**src/rtl/io_pkg.sv**
```systemverilog
// Shared IO definitions for the switch input conditioner: register map,
// status bit positions and switch vector width.
package io_pkg;

  localparam int SWITCH_WIDTH = 24;

  // IO register select values decoded from io_addr.
  typedef enum logic [1:0] {
    IO_ADDR_SWITCH = 2'd0,
    IO_ADDR_STATUS = 2'd1,
    IO_ADDR_CASE   = 2'd2,
    IO_ADDR_RSVD   = 2'd3
  } io_addr_e;

  // Bit positions inside the STATUS register.
  localparam int STAT_LEVEL = 0;
  localparam int STAT_BUSY  = 1;
  localparam int STAT_RISE  = 2;
  localparam int STAT_FALL  = 3;

endpackage

```
**src/rtl/switch_input_conditioner_if.sv**
```systemverilog
// CPU-facing IO read port of the switch input conditioner.
// The master drives the strobe and address; the slave returns registered data.
interface switch_input_conditioner_if;
  logic        io_read_en;
  logic [1:0]  io_addr;
  logic [31:0] io_read_data;

  modport master (output io_read_en, output io_addr, input io_read_data);
  modport slave  (input io_read_en, input io_addr, output io_read_data);
endinterface

```
**src/rtl/debounce_filter.sv**
```systemverilog
// Two-flop synchroniser followed by a whole-vector debounce filter.
// A new value is accepted only after it has been seen unchanged for
// DEBOUNCE_CYCLES consecutive cycles; any change restarts the window.
// watch_next_o exposes the next-cycle value of one chosen bit so the
// caller can detect edges on the same clock edge the vector updates.
module debounce_filter #(
  parameter int WIDTH           = 24,
  parameter int DEBOUNCE_CYCLES = 4,
  parameter int WATCH_BIT       = 0
) (
  input  logic             clock,
  input  logic             reset,
  input  logic [WIDTH-1:0] raw_i,
  output logic [WIDTH-1:0] stable_o,
  output logic             busy_o,
  output logic             watch_next_o
);

  localparam int CW = $clog2(DEBOUNCE_CYCLES + 1);
  localparam logic [CW-1:0] CNT_LAST = CW'(DEBOUNCE_CYCLES - 1);

  logic [WIDTH-1:0] s1_q, s2_q, cand_q, stable_q, stable_d;
  logic [CW-1:0]    cnt_q, cnt_d;

  // Window counter and accept decision for the candidate vector.
  always_comb begin
    stable_d = stable_q;
    cnt_d    = '0;
    if (s2_q != cand_q) begin
      cnt_d = '0;
    end else if (cand_q != stable_q) begin
      if (cnt_q == CNT_LAST) begin
        stable_d = cand_q;
        cnt_d    = '0;
      end else begin
        cnt_d = cnt_q + CW'(1);
      end
    end
  end

  // Synchroniser, candidate, counter and accepted-value registers.
  always_ff @(posedge clock) begin
    if (reset) begin
      s1_q     <= '0;
      s2_q     <= '0;
      cand_q   <= '0;
      cnt_q    <= '0;
      stable_q <= '0;
    end else begin
      s1_q     <= raw_i;
      s2_q     <= s1_q;
      cand_q   <= s2_q;
      cnt_q    <= cnt_d;
      stable_q <= stable_d;
    end
  end

  assign stable_o     = stable_q;
  assign busy_o       = (cand_q != stable_q);
  assign watch_next_o = stable_d[WATCH_BIT];

endmodule

```
**src/rtl/switch_input_conditioner.sv**
```systemverilog
// Switch input conditioner: debounced board switches, enter-key edge
// flags (read-to-clear) and a three-register IO read port.
// Optional build macro ENTER_FALL_DETECT_EN adds the enter release flag;
// without it the fall flag reads as constant 0.
module switch_input_conditioner
  import io_pkg::*;
#(
  parameter int DEBOUNCE_CYCLES = 1000000,
  parameter int ENTER_BIT       = 20,
  parameter int CASE_MSB        = 23
) (
  input  logic                    clock,
  input  logic                    reset,
  input  logic [SWITCH_WIDTH-1:0] switch_raw,
  switch_input_conditioner_if.slave bus,
  output logic [SWITCH_WIDTH-1:0] switch_stable,
  output logic                    enter_pulse
);

  logic        cnt_busy;
  logic        enter_next;
  logic        enter_rise;
  logic        status_rd;
  logic        enter_pulse_q;
  logic        rise_pending_q;
  logic        fall_pending;
  logic [31:0] rd_data_d, rd_data_q;

  debounce_filter #(
    .WIDTH           (SWITCH_WIDTH),
    .DEBOUNCE_CYCLES (DEBOUNCE_CYCLES),
    .WATCH_BIT       (ENTER_BIT)
  ) u_debounce (
    .clock        (clock),
    .reset        (reset),
    .raw_i        (switch_raw),
    .stable_o     (switch_stable),
    .busy_o       (cnt_busy),
    .watch_next_o (enter_next)
  );

  // Edges are taken on the edge where the debounced enter bit changes.
  assign enter_rise = enter_next & ~switch_stable[ENTER_BIT];
  assign status_rd  = bus.io_read_en && (bus.io_addr == IO_ADDR_STATUS);

  // Enter pulse and rise flag; a new edge wins over a same-edge clear.
  always_ff @(posedge clock) begin
    if (reset) begin
      enter_pulse_q  <= 1'b0;
      rise_pending_q <= 1'b0;
    end else begin
      enter_pulse_q <= enter_rise;
      if (enter_rise) begin
        rise_pending_q <= 1'b1;
      end else if (status_rd) begin
        rise_pending_q <= 1'b0;
      end
    end
  end

`ifdef ENTER_FALL_DETECT_EN
  logic enter_fall;
  logic fall_pending_q;

  assign enter_fall = ~enter_next & switch_stable[ENTER_BIT];

  // Release flag for the release-to-accept protocol; set wins over clear.
  always_ff @(posedge clock) begin
    if (reset) begin
      fall_pending_q <= 1'b0;
    end else if (enter_fall) begin
      fall_pending_q <= 1'b1;
    end else if (status_rd) begin
      fall_pending_q <= 1'b0;
    end
  end

  assign fall_pending = fall_pending_q;
`else
  assign fall_pending = 1'b0;
`endif

  // Read mux; the status word carries flag values from before any clear.
  always_comb begin
    rd_data_d = '0;
    case (bus.io_addr)
      IO_ADDR_SWITCH: rd_data_d = 32'(switch_stable);
      IO_ADDR_STATUS: begin
        rd_data_d[STAT_LEVEL] = switch_stable[ENTER_BIT];
        rd_data_d[STAT_BUSY]  = cnt_busy;
        rd_data_d[STAT_RISE]  = rise_pending_q;
        rd_data_d[STAT_FALL]  = fall_pending;
      end
      IO_ADDR_CASE:   rd_data_d = 32'(switch_stable[CASE_MSB -: 3]);
      default:        rd_data_d = '0;
    endcase
  end

  // Read data register, loaded only on a strobe and held otherwise.
  always_ff @(posedge clock) begin
    if (reset) begin
      rd_data_q <= '0;
    end else if (bus.io_read_en) begin
      rd_data_q <= rd_data_d;
    end
  end

  assign bus.io_read_data = rd_data_q;
  assign enter_pulse      = enter_pulse_q;

endmodule

```
**src/flat_wrapper.sv**
```systemverilog
// flat-port wrapper written by rule: the top's interface ports become plain ports
module switch_input_conditioner_flat import io_pkg::*;
#(
  parameter int DEBOUNCE_CYCLES = 1000000,
  parameter int ENTER_BIT       = 20,
  parameter int CASE_MSB        = 23
)
  (clock, reset, switch_raw, switch_stable, enter_pulse, bus_io_read_en, bus_io_addr, bus_io_read_data);
  switch_input_conditioner_if bus_i ();
  input  logic clock;
  input  logic reset;
  input  logic [SWITCH_WIDTH-1:0] switch_raw;
  output logic [SWITCH_WIDTH-1:0] switch_stable;
  output logic enter_pulse;
  input wire logic [$bits(bus_i.io_read_en)-1:0] bus_io_read_en;
  input wire logic [$bits(bus_i.io_addr)-1:0] bus_io_addr;
  output wire logic [$bits(bus_i.io_read_data)-1:0] bus_io_read_data;
  assign bus_i.io_read_en = bus_io_read_en;
  assign bus_i.io_addr = bus_io_addr;
  assign bus_io_read_data = bus_i.io_read_data;
  switch_input_conditioner #(.DEBOUNCE_CYCLES(DEBOUNCE_CYCLES), .ENTER_BIT(ENTER_BIT), .CASE_MSB(CASE_MSB)) u_core (.clock(clock), .reset(reset), .switch_raw(switch_raw), .bus(bus_i), .switch_stable(switch_stable), .enter_pulse(enter_pulse));
endmodule
```
**config.mk**
```make
export PLATFORM = sky130hd
export DESIGN_NAME = switch_input_conditioner_flat
export DESIGN_NICKNAME = d
export VERILOG_FILES = /design/src/rtl/io_pkg.sv /design/src/rtl/switch_input_conditioner_if.sv /design/src/rtl/debounce_filter.sv /design/src/rtl/switch_input_conditioner.sv /design/src/flat_wrapper.sv
export SDC_FILE = /design/constraint.sdc
export NUM_CORES = 1
export LEC_CHECK = 0
export ABC_CLOCK_PERIOD_IN_PS = 1800
export CORE_MARGIN = 1.5
export CORE_UTILIZATION = 38
export CTS_CLUSTER_DIAMETER = 40
export DETAILED_ROUTE_END_ITERATION = 7
export GPL_TIMING_DRIVEN = 0
export PLACE_DENSITY_LB_ADDON = 0.15
export RECOVER_POWER = 25
export SYNTH_ARGS = -nofsm -noshare
export SYNTH_HDL_FRONTEND = slang
export SYNTH_SLANG_ARGS = --single-unit
```
**constraint.sdc**
```tcl
create_clock -name clock -period 1.8 [get_ports clock]
set_input_delay 0.27 -clock clock [delete_from_list [all_inputs] [get_ports clock]]
set_output_delay 0.27 -clock clock [all_outputs]
set_load 0.005 [all_outputs]
```
* After elaboration in Yosys (flattened, before gate mapping)
Index checks and enable logic that the tools add are counted.
Widths: inputs -> output; s select.
** Storage, ports and cells
- Flip-flop bits (word level) :: 150
- Input bits :: 29
- Output and inout bits :: 57
- Logic and storage cells :: 31
** Operators by class
- $add $sub $neg :: 1
- Eq/ne operators :: 5
- Mux-type cells :: 7
- Bitwise gates (word level) :: 4
- Reduce and logical (&&, ||, !) cells :: 5
** Operators by type and width (count)
- $mux 21 :: 3
- $ne 24x24->1 :: 2
- $add 20x1->20 const B :: 1
- $eq 20x20->1 const B :: 1
- $mux 20 :: 1
- $pmux 4 s3 :: 1
- $reduce_or 4->1 :: 1
- $not 1->1 :: 3
- $reduce_and 3->1 :: 1
- $eq 2x1->1 const B :: 1
- $eq 2x2->1 const B :: 1
- $logic_not 2->1 :: 1
- $mux 1 :: 2
- $reduce_bool 2->1 :: 1
- $and 1x1->1 :: 1
- $logic_and 1x1->1 :: 1

* Longest topological paths before layout
Gate-level depths: netlist (run 1).
- Depth in word-level cells :: 6
- Gate-level depth with buffers :: 8
- Gate-level depth less buffers :: 7

* Hierarchy
From an unflattened synthesis (run 1), not the netlist that was laid out.
** Unflattened totals
- Cell total of the unflattened synthesis :: 502
- Area, all modules :: 5360.1 µm²
** By module, submodules not included
- debounce_filter :: instances 1, cells an instance 418, area an instance 4374.2 µm², sequential area each 2322.2 µm²
- switch_input_conditioner :: instances 1, cells an instance 84, area an instance 985.9 µm², sequential area each 520.5 µm²

* Least setup slack after synthesis (run 1)
Ideal clock, no wire load.
- Path kind :: register -> register
- From :: register u_core.u_debounce.cnt_q[0]
- To :: register u_core.u_debounce.cnt_q[10]
- Setup time :: 0.117 ns
- Arrival :: 1.814 ns
- Required time :: 1.683 ns
- Setup slack :: -0.131 ns
- Cell stages (with the launch flop) :: 9
- Path buffers :: 1
- Clock period less this slack :: 1.931 ns
- Cells stage by stage :: dfxtp_1 > ha_1 > and2_1 > nand4_1 > nor3_1 > nor2_1 > nand2_2 > buf_2 > nor2_1
** Between the ends
- Longest elaborated chain between the ends :: 2
- Elaborated cells on any way between the ends :: 3
- Classes of those cells :: 1 x add/sub; 1 x eq/ne; 1 x reduce/logical
** Ends and longest elaborated chain
- from (decl) :: RTL line debounce_filter.sv:23 : logic [CW-1:0] cnt_q, cnt_d;
- from (signal assigned) :: RTL line debounce_filter.sv:53 : cnt_q <= cnt_d;
- branches (longest 2 deep; another with $add 20x1->20)
Several ways; the timed one is not identified.
A chain may end at the register's enable or synchronous reset.

* Worst setup path after layout (run 1)
- From :: register u_core.u_debounce.cand_q[10]
- To :: register u_core.rise_pending_q
** Between the ends
- Longest elaborated chain between the ends :: 5
- Elaborated cells on any way between the ends :: 7
- Classes of those cells :: 2 x eq/ne; 3 x mux; 1 x bitwise; 1 x reduce/logical
** Ends and longest elaborated chain
- from (decl) :: RTL line debounce_filter.sv:22 : logic [WIDTH-1:0] s1_q, s2_q, cand_q, stable_q, stable_d;
- from (signal assigned) :: RTL line debounce_filter.sv:52 : cand_q <= s2_q;
- $ne 24x24->1 :: RTL line debounce_filter.sv:31 : end else if (cand_q != stable_q) begin
- $mux 21 :: RTL line debounce_filter.sv:31
- $mux 21 * :: RTL line debounce_filter.sv:29 : if (s2_q != cand_q) begin
- $and 1x1->1 * :: RTL line switch_input_conditioner.sv:43 : assign enter_rise = enter_next & ~switch_stable[ENTER_BIT];
- $mux 1 / $reduce_bool 2->1 (equally long branches)
- to (signal assigned) :: RTL line switch_input_conditioner.sv:50 : rise_pending_q <= 1'b0;
- to (signal assigned) :: RTL line switch_input_conditioner.sv:54 : rise_pending_q <= 1'b1;
- to (signal assigned) :: RTL line switch_input_conditioner.sv:56 : rise_pending_q <= 1'b0;
- to (decl) :: RTL line switch_input_conditioner.sv:25 : logic rise_pending_q;
Mark *: on every way between the ends. The rest lies on a longest branch, timed or not.

==> results of run 1 <==
cell type report:
type	count	area, µm²	share of cell area
buffer	36	241	0.0314
clock buffer	21	470	0.0612
clock inverter	11	91.3	0.0119
inverter	1	3.75	0.000489
multi-input combinational	380	2780	0.362
sequential	142	2900	0.377
tap	176	220	0.0287
timing repair buffer	99	981	0.128
flip-flops by register name, summed over array words and instances, names as in the netlist:
name                        flops
u_core.bus.io_read_data        24
u_core.u_debounce.cand_q       24
u_core.u_debounce.s1_q         24
u_core.u_debounce.s2_q         24
u_core.u_debounce.stable_o     24
u_core.u_debounce.cnt_q        20
u_core.enter_pulse              1
u_core.rise_pending_q           1
report_power, final:
group          total [mW]  internal [mW]  leakage (nW)  switching (mW)
combinational       0.378          0.196          1.34           0.182
clock                3.28           1.99         0.274            1.29
sequential           3.25           3.21          1.17          0.0433
Yosys cell counts, drive strengths merged (2+ instances only):
cell	n
buf	14
a211oi	2
and4	4
nand3	28
mux2i	3
nor2b	93
a21oi	46
nor2	52
nand4	12
dfxtp	142
xnor2	30
xor2	36
and3	3
nor4	8
clkbuf	22
and2	2
nand2	13
o21ai	26
through the flow:
step | TNS, ps | setup slack (ps) | instances
detailed placement | -33210 | -519 | 809
global placement | -32110 | -480 | 809
global route | -11960 | -340 | 866
CTS | -6200 | -230 | 865
finish | -6500 | -261 | 866
floorplan | 0 | 1.60 | 558
path summary, 6_finish.rpt:
| check | startpoint | endpoint |
|---|---|---|
| setup / recovery | u_core.u_debounce.cand_q[10] | u_core.rise_pending_q |
| hold / removal | switch_raw[23] | u_core.u_debounce.s1_q[23] |
| setup reg to reg | u_core.u_debounce.cand_q[10] | u_core.rise_pending_q |
| hold reg to reg | u_core.u_debounce.s1_q[7] | u_core.u_debounce.s2_q[7] |
critical path: cells and delay by family, from the launching register on:
family / cells / cell delay, ps
and+or+nand+nor: 3 / 890
AOI/OAI and AO/OA: 2 / 430
DFF: 1 / 350
xor gates and xnor gates: 1 / 180
buffers and inverters: 1 / 160
layer usage:
metal / GRT usage / vias up
met2: 0.290 / 124
li1: - / 2076
met3: 0.0470 / 29
met1: 0.231 / 1934
met4: 0.0824 / 0
met5: 0 / -
what timing repair did:
| action | 4_1_cts | 5_1_grt |
|---|---|---|
| hold buffers | 0 | 0 |
| pin swaps | 60 | 20 |
| endpoints found under the setup margin | 46 | 64 |
| resized for setup | 123 | 74 |
| gates cloned | 6 | 0 |
| buffers inserted | 18 | 2 |
cell families after synthesis:
family          count (synthesis)  share of synthesized area
simple gates                  222                      0.231
flops                         142                      0.537
compound gates                 78                     0.0790
xor+xnor                       66                      0.109
buf+inv                        37                     0.0329
mux                             4                    0.00780
fa+ha+maj                       1                    0.00236
other cells                     1                   0.000709
==> impl_metrics.ini, run 1 <==
[status]
status = finished with violations
violations = setup timing

[timing]
slew_headroom = 0.573
finalCriticalPeriod_ps = 2060
finalClockSkew_ps = 7.74
rsz0062_at_grt = true
fmax_mhz = 485
setup_viol = 46
fin_crit_sh = 1.15
finalHoldViolations = 0
layout_setup_ws_ps = -261
hold-worst-slack_ps = 395
tightest_slew_ps = 640
slew_violations = 0

[clocking]
clock_path_buffers = 2
cts_tree = built
clkLatencyLatePin_ps = 420
cts.sinks = 142
root_buffer = clkbuf_16
cts_inserted_buffers = 17
htreeDepth = 4
path_clk_slew_ps = 60

[worst_setup_path]
crit_path_start_kind = flip-flop
ff2ff_path_depth = 7
crit_path_end_kind = flip-flop
reg2reg_slack_ps = -260
crit_fanout = 5
crit_arrival_ps = 2420
crit_chain = xor2_2 > nor4_2 > nand4_1 > buf_6 > a211o_4 > or4_4 > o21ai_2
required_ps = 2160
crit_type = flip-flop to flip-flop
crit_slowest_cell = or4_4
cpPeakStageDelay_ps = 460

[finish]
nFillCells = 1143
layout.nets = 707
syn2layout_area_growth_pct = 45.2
final_util = 0.573
layout_common_cells = dfxtp_1, nor2b_1, clkdlybuf4s50_1
layout_commonest_cell = dfxtp_1
diodes = 0
fin_area_um2 = 7680
drive_above_1_share = 0.288

[route]
antenna_left = 0
avgRoutedWirePerCell_um = 14.7
top_layer = met4
wl_met1_mm = 5.79
drt_wl_total_mm = 12.7
dr.pass1.iters = 4
dr.first_iter.drc_count = 159
drcViolationCount = 0
met2_length_mm = 5.91
wl_met3_um = 698
vias = 4163
viasPerCell = 4.81

[place]
post_dp_cell_area_um2 = 6300
hpwlAfterDp_mm = 8.71
routabilityCongestion = 0.870
port_buffers = 75

[yosys]
synth_area_per_cell_um2 = 9.60
ys.flop_type = dfxtp_1
syn-cell-area_um2 = 5290
yosysWarnings = 0
yosysSeqAreaShare = 0.537
ys_ff_latch = 142
yosysUniqueCellTypes = 39
synth_cells = 551
async_flop_share = 0
synth_edf_count = 0
synthTopCellsByArea = dfxtp_1, nor2b_1, xor2_1, xnor2_1, a21oi_1
yosys.area.top_type = dfxtp_1
synth_top_area_share = 0.537

[floorplan]
initial_core_util = 0.395
io_pins = 86
core-area_um2 = 13400
chipWidth_um = 121
die_area_um2 = 14600
die_h_um = 121
rows = 42

[min_path]
hp-class = input port to flip-flop
whs_path_depth = 2

[global_route]
gr-usage-all-layers = 0.182
antenna_found_initial = 0
grt_pass1_wl_mm = 20.4
grt_pass1_vias = 4040
gr-total-overflow = 0
grt_max_degree = 17

[power]
powerDensity_nw_per_um2 = 899
total_power_mw = 6.91
power_leakage_nw = 2.79
ir_worst_vdd_mv = 0.611

[run]
cap_violations = 0
No activity file was read; power rests on OpenSTA's default activity.
==> inputs of run 2 (changes only) <==
Settings changed: RECOVER_POWER 25 to 100.
==> run 2 against run 1 <==
Net effect:
- via count fell by 0.22%
- first-iteration DRC count rose by 4.4%
- the flow still finishes with violations (setup timing)
- largest power group unchanged
- final area barely moved
- sequential power barely moved
- critical path depth did not move
- utilization barely moved
==> impl_metrics.ini, run 2 (synthesis results as in run 1) <==
[power]
power_leakage_nw = 2.88
total_power_mw = 6.90
ir_worst_vdd_mv = 0.611
powerDensity_nw_per_um2 = 899

[worst_setup_path]
r2r-start = u_core.u_debounce.cand_q[10]
crit_slowest_cell = or4_4
crit_fanout = 5
crit_chain = xor2_2 > nor4_2 > nand4_1 > buf_6 > a211o_4 > or4_4 > o21ai_2
crit_arrival_ps = 2420
ff2ff_path_depth = 7
r2r-end = u_core.rise_pending_q
crit_type = flip-flop to flip-flop
cpPeakStageDelay_ps = 460
required_ps = 2160
crit_path_start_kind = flip-flop
crit_path_end_kind = flip-flop
reg2reg_slack_ps = -260

[place]
port_buffers = 75
hpwlAfterDp_mm = 8.71
routabilityCongestion = 0.870

[route]
vias = 4154
dr.first_iter.drc_count = 166
antenna_left = 0
viasPerCell = 4.80
drt_wl_total_mm = 12.7
dr.pass1.iters = 4
drcViolationCount = 0
avgRoutedWirePerCell_um = 14.7

[timing]
finalHoldViolations = 0
finalCriticalPeriod_ps = 2060
fmax_mhz = 485
slew_violations = 0
fin_crit_sh = 1.15
setup_viol = 46
tightest_slew_ps = 635
layout_setup_ws_ps = -262
slew_headroom = 0.577
hold-worst-slack_ps = 395
rsz0062_at_grt = true
finalClockSkew_ps = 7.56

[min_path]
whs_path_depth = 2
hold_end = u_core.u_debounce.s1_q[23]
hp-class = input port to flip-flop
min_from = switch_raw[23]

[floorplan]
die_area_um2 = 14600
initial_core_util = 0.395
rows = 42
io_pins = 86
chipWidth_um = 121
core-area_um2 = 13400
die_h_um = 121

[clocking]
cts_inserted_buffers = 17
cts_tree = built
hold_buffers = 0
clock_path_buffers = 2
root_buffer = clkbuf_16
path_clk_slew_ps = 60
clkLatencyLatePin_ps = 420
cts.sinks = 142
htreeDepth = 4

[global_route]
grt_max_degree = 17
antenna_found_initial = 0
grt_pass1_wl_mm = 20.4
gr-total-overflow = 0
grt_pass1_vias = 4040
gr-usage-all-layers = 0.182

[finish]
syn2layout_area_growth_pct = 45.1
nFillCells = 1141
layout.nets = 707
layout_commonest_cell = dfxtp_1
layout_common_cells = dfxtp_1, nor2b_1, clkdlybuf4s50_1
diodes = 0
drive_above_1_share = 0.283

[run]
cap_violations = 0

[status]
violations = setup timing
status = finished with violations
[run 2: cell types whose count changed in the layout (fill, tap and decap cells not counted)]
cell,before,now
clkbuf_1,17,18
dlygate4sd3_1,1,26
clkdlybuf4s50_1,74,49
buf_1,2,1
dfxtp_2,24,20
dfxtp_1,112,116
[run 2: metrics by stage]
| step | util | setup TNS (ps) | area, µm² | worst slack (ps) | std cells |
|---|---|---|---|---|---|
| after floorplan | - | 0 | 5330 | 1.60 | 558 |
| after global placement | 0.470 | -32110 | 6300 | -480 | 809 |
| after detailed placement | 0.470 | -33210 | 6300 | -519 | 809 |
| after CTS | 0.553 | -6200 | 7410 | -230 | 865 |
| after global routing | 0.573 | -11980 | 7680 | -340 | 866 |
| final | 0.573 | -6470 | 7680 | -262 | 866 |
[run 2: worst max path at each step]
stage,start,to,depth (start not counted)
detailed placement,u_core.u_debounce.stable_o[20],u_core.u_debounce.stable_o[9],7
global placement,u_core.u_debounce.cand_q[10],u_core.u_debounce.cnt_q[18],7
finish,u_core.u_debounce.cand_q[10],u_core.rise_pending_q,7
global route,u_core.u_debounce.cand_q[10],u_core.rise_pending_q,7
floorplan,u_core.u_debounce.cnt_q[0],u_core.u_debounce.stable_o[14],7
CTS,u_core.u_debounce.s2_q[19],u_core.enter_pulse,7
[run 2: critical path: cells and delay by family, from the launching register on]
family	cells	cell delay [ps]
buffers and inverters	1	160
XOR/XNOR	1	180
AND/OR/NAND/NOR	3	890
flip-flops	1	350
AO/OA/AOI/OAI	2	430
[run 2: where the power goes]
part | internal (mW) | switching [mW] | leakage [nW]
Clock | 1.99 | 1.29 | 0.274
Sequential | 3.21 | 0.0433 | 1.17
Combinational | 0.194 | 0.182 | 1.43
[run 2: per-layer routing]
metal | track usage | wire, µm | vias to the layer above | part of all wire
li1 | - | - | 2079 | -
met1 | 0.231 | 5820 | 1924 | 0.46
met3 | 0.0470 | 658 | 29 | 0.052
met4 | 0.0824 | 338 | 0 | 0.027
met2 | 0.290 | 5880 | 122 | 0.46
met5 | 0 | 0 | - | 0
[run 2: cell type report]
| cell class | instances | area [µm²] | share of cell area |
|---|---|---|---|
| buffer | 36 | 241 | 0.0315 |
| clock buffer | 21 | 470 | 0.0613 |
| clock inverter | 11 | 91.3 | 0.0119 |
| inverter | 1 | 3.75 | 0.000489 |
| multi-input combinational | 380 | 2780 | 0.362 |
| sequential | 142 | 2890 | 0.376 |
| tap | 176 | 220 | 0.0287 |
| timing repair buffer | 99 | 981 | 0.128 |
[run 2: repair_timing]
action                     4_1_cts  5_1_grt
setup endpoints to repair       46       64
cloned                           6        0
resized for setup              123       74
setup buffers                   18        2
hold endpoints to repair         0        0
pin swaps                       60       20
==> inputs of run 3 (changes only) <==
Settings changed: CORE_UTILIZATION 38 to 35, GPL_TIMING_DRIVEN 0 to unset.
==> run 3 against run 2 <==
Net effect:
- utilization decreased by 6.5 points
- clock skew about the same
- setup slack improved by 100 ps
- power grew 1.5%
- clock-buffer cell count rose by 1
- sequential share of layout area up 0.73 points
- the flow finishes with violations (DRC, setup timing)
- combinational power is 8.8% lower
- die area grew 8.4%
- first-iteration DRC count is 33% higher
- sequential power is essentially flat
- global-route usage shrank 2.6 points
- largest cell class unchanged
- register-to-register slack better by 100 ps
==> impl_metrics.ini, run 3 (synthesis results as in run 1) <==
[status]
status = finished with violations
violations = DRC, setup timing

[global_route]
grt_pass1_wl_mm = 19.6
gr-total-overflow = 0
antenna_found_initial = 0
grt_pass1_vias = 3967
grt_max_degree = 61
gr-usage-all-layers = 0.156

[place]
routabilityCongestion = 0.738
hpwlAfterDp_mm = 8.58
dp_slack_ps = -215
port_buffers = 77
post_dp_cell_area_um2 = 6730

[clocking]
htreeDepth = 4
path_clk_slew_ps = 60
clock_path_buffers = 2
clkLatencyLatePin_ps = 410
cts_inserted_buffers = 17
root_buffer = clkbuf_16
cts.sinks = 142
cts_tree = built

[timing]
finalClockSkew_ps = 7.14
setup_viol = 46
fin_crit_sh = 1.09
slew_headroom = 0.498
hold-worst-slack_ps = 226
slew_violations = 0
finalCriticalPeriod_ps = 1960
rsz0062_at_grt = true
finalHoldViolations = 0
fmax_mhz = 511
layout_setup_ws_ps = -159
tightest_slew_ps = 752

[floorplan]
io_pins = 86
rows = 44
chipWidth_um = 126
die_h_um = 126
core-area_um2 = 14600
initial_core_util = 0.361
die_area_um2 = 15900

[route]
antenna_left = 0
drt_wl_total_mm = 12.1
dr.pass1.iters = 8
viasPerCell = 4.64
avgRoutedWirePerCell_um = 13.6
drcViolationCount = 7
vias = 4120
dr.first_iter.drc_count = 220

[worst_setup_path]
crit_slowest_cell = dfxtp_1
crit_type = flip-flop to flip-flop
required_ps = 2150
crit_path_end_kind = flip-flop
crit_arrival_ps = 2310
crit_chain = xor2_1 > nor4_1 > nand2_1 > buf_4 > a211oi_4 > buf_6 > nand2_8 > clkbuf_16 > nor2_2
crit_fanout = 5
crit_path_start_kind = flip-flop
cpPeakStageDelay_ps = 370
reg2reg_slack_ps = -160

[finish]
layout_commonest_cell = dfxtp_1
layout.nets = 721
fin_area_um2 = 7440
layout_common_cells = dfxtp_1, nor2b_1, a21oi_1
seq_area_um2 = 2860
multiInputGateArea_um2 = 2410
syn2layout_area_growth_pct = 40.6
nFillCells = 1363
diodes = 0
drive_above_1_share = 0.188
final_util = 0.508

[power]
ir_worst_vdd_mv = 0.607
power_leakage_nw = 2.96
total_power_mw = 7.01
powerDensity_nw_per_um2 = 942

[run]
cap_violations = 0

[min_path]
hp-class = input port to flip-flop
## run 3: cell count changes in the layout (fill, tap and decap cells not counted), sizes merged
cell and change:
clkinvlp -1, clkinv -1, a211o -1, bufinv +1
dlygate4sd3 +8, clkdlybuf4s50 -7, clkbuf -2, buf +17
## run 3: path summary, 6_finish.rpt
| check | startpoint | endpoint | cells past startpoint |
|---|---|---|---|
| worst max register to register | u_core.u_debounce.cand_q[8] | u_core.u_debounce.cnt_q[5] | 9 |
| worst max-delay path | u_core.u_debounce.cand_q[8] | u_core.u_debounce.cnt_q[5] | 9 |
| worst min register to register | u_core.u_debounce.s1_q[2] | u_core.u_debounce.s2_q[2] | 1 |
| worst min-delay path | reset | u_core.u_debounce.cand_q[2] | 2 |
## run 3: where the power goes
group          switching [mW]  leakage [nW]  internal, mW
Combinational           0.159          1.52         0.183
Clock                    1.27         0.286          2.14
Sequential             0.0363          1.16          3.21
Total                    1.47          2.96          5.54
## run 3: what timing repair did
action,4_1_cts,5_1_grt
hold endpoints to repair,0,0
hold buffers,0,0
cloned,0,3
buffers inserted,2,1
pin swaps,7,0
endpoints found under the setup margin,45,46
resized for setup,14,25
## run 3: layer usage
metal	track usage	routed length (µm)	vias to the layer above
li1	-	-	2098
met1	0.208	6050	1921
met2	0.246	5390	86
met3	0.0357	434	15
met4	0.0602	183	0
met5	0	0	-
## run 3: critical path: cells and delay by family (launching register included)
| family | cells | cell delay (ps) |
|---|---|---|
| AND/OR/NAND/NOR | 4 | 560 |
| flip-flops | 1 | 370 |
| buffers and inverters | 3 | 530 |
| XOR/XNOR | 1 | 180 |
| AO/OA/AOI/OAI | 1 | 260 |
## run 3: through the flow
stage                     setup TNS (ps)  std cells
after floorplan                        0        558
after global placement             -6710        850
after detailed placement           -7160        850
after CTS                          -4410        884
after global routing              -11820        888
final                              -5170        888
## run 3: area by class of cell
cell class	instances	share of cell area
inverters	1	0.000504
repair buffers	150	0.182
clock buffers	22	0.0637
clock inverters	10	0.0151
well taps	184	0.0309
multi-input cells	379	0.324
flip-flops and latches	142	0.384
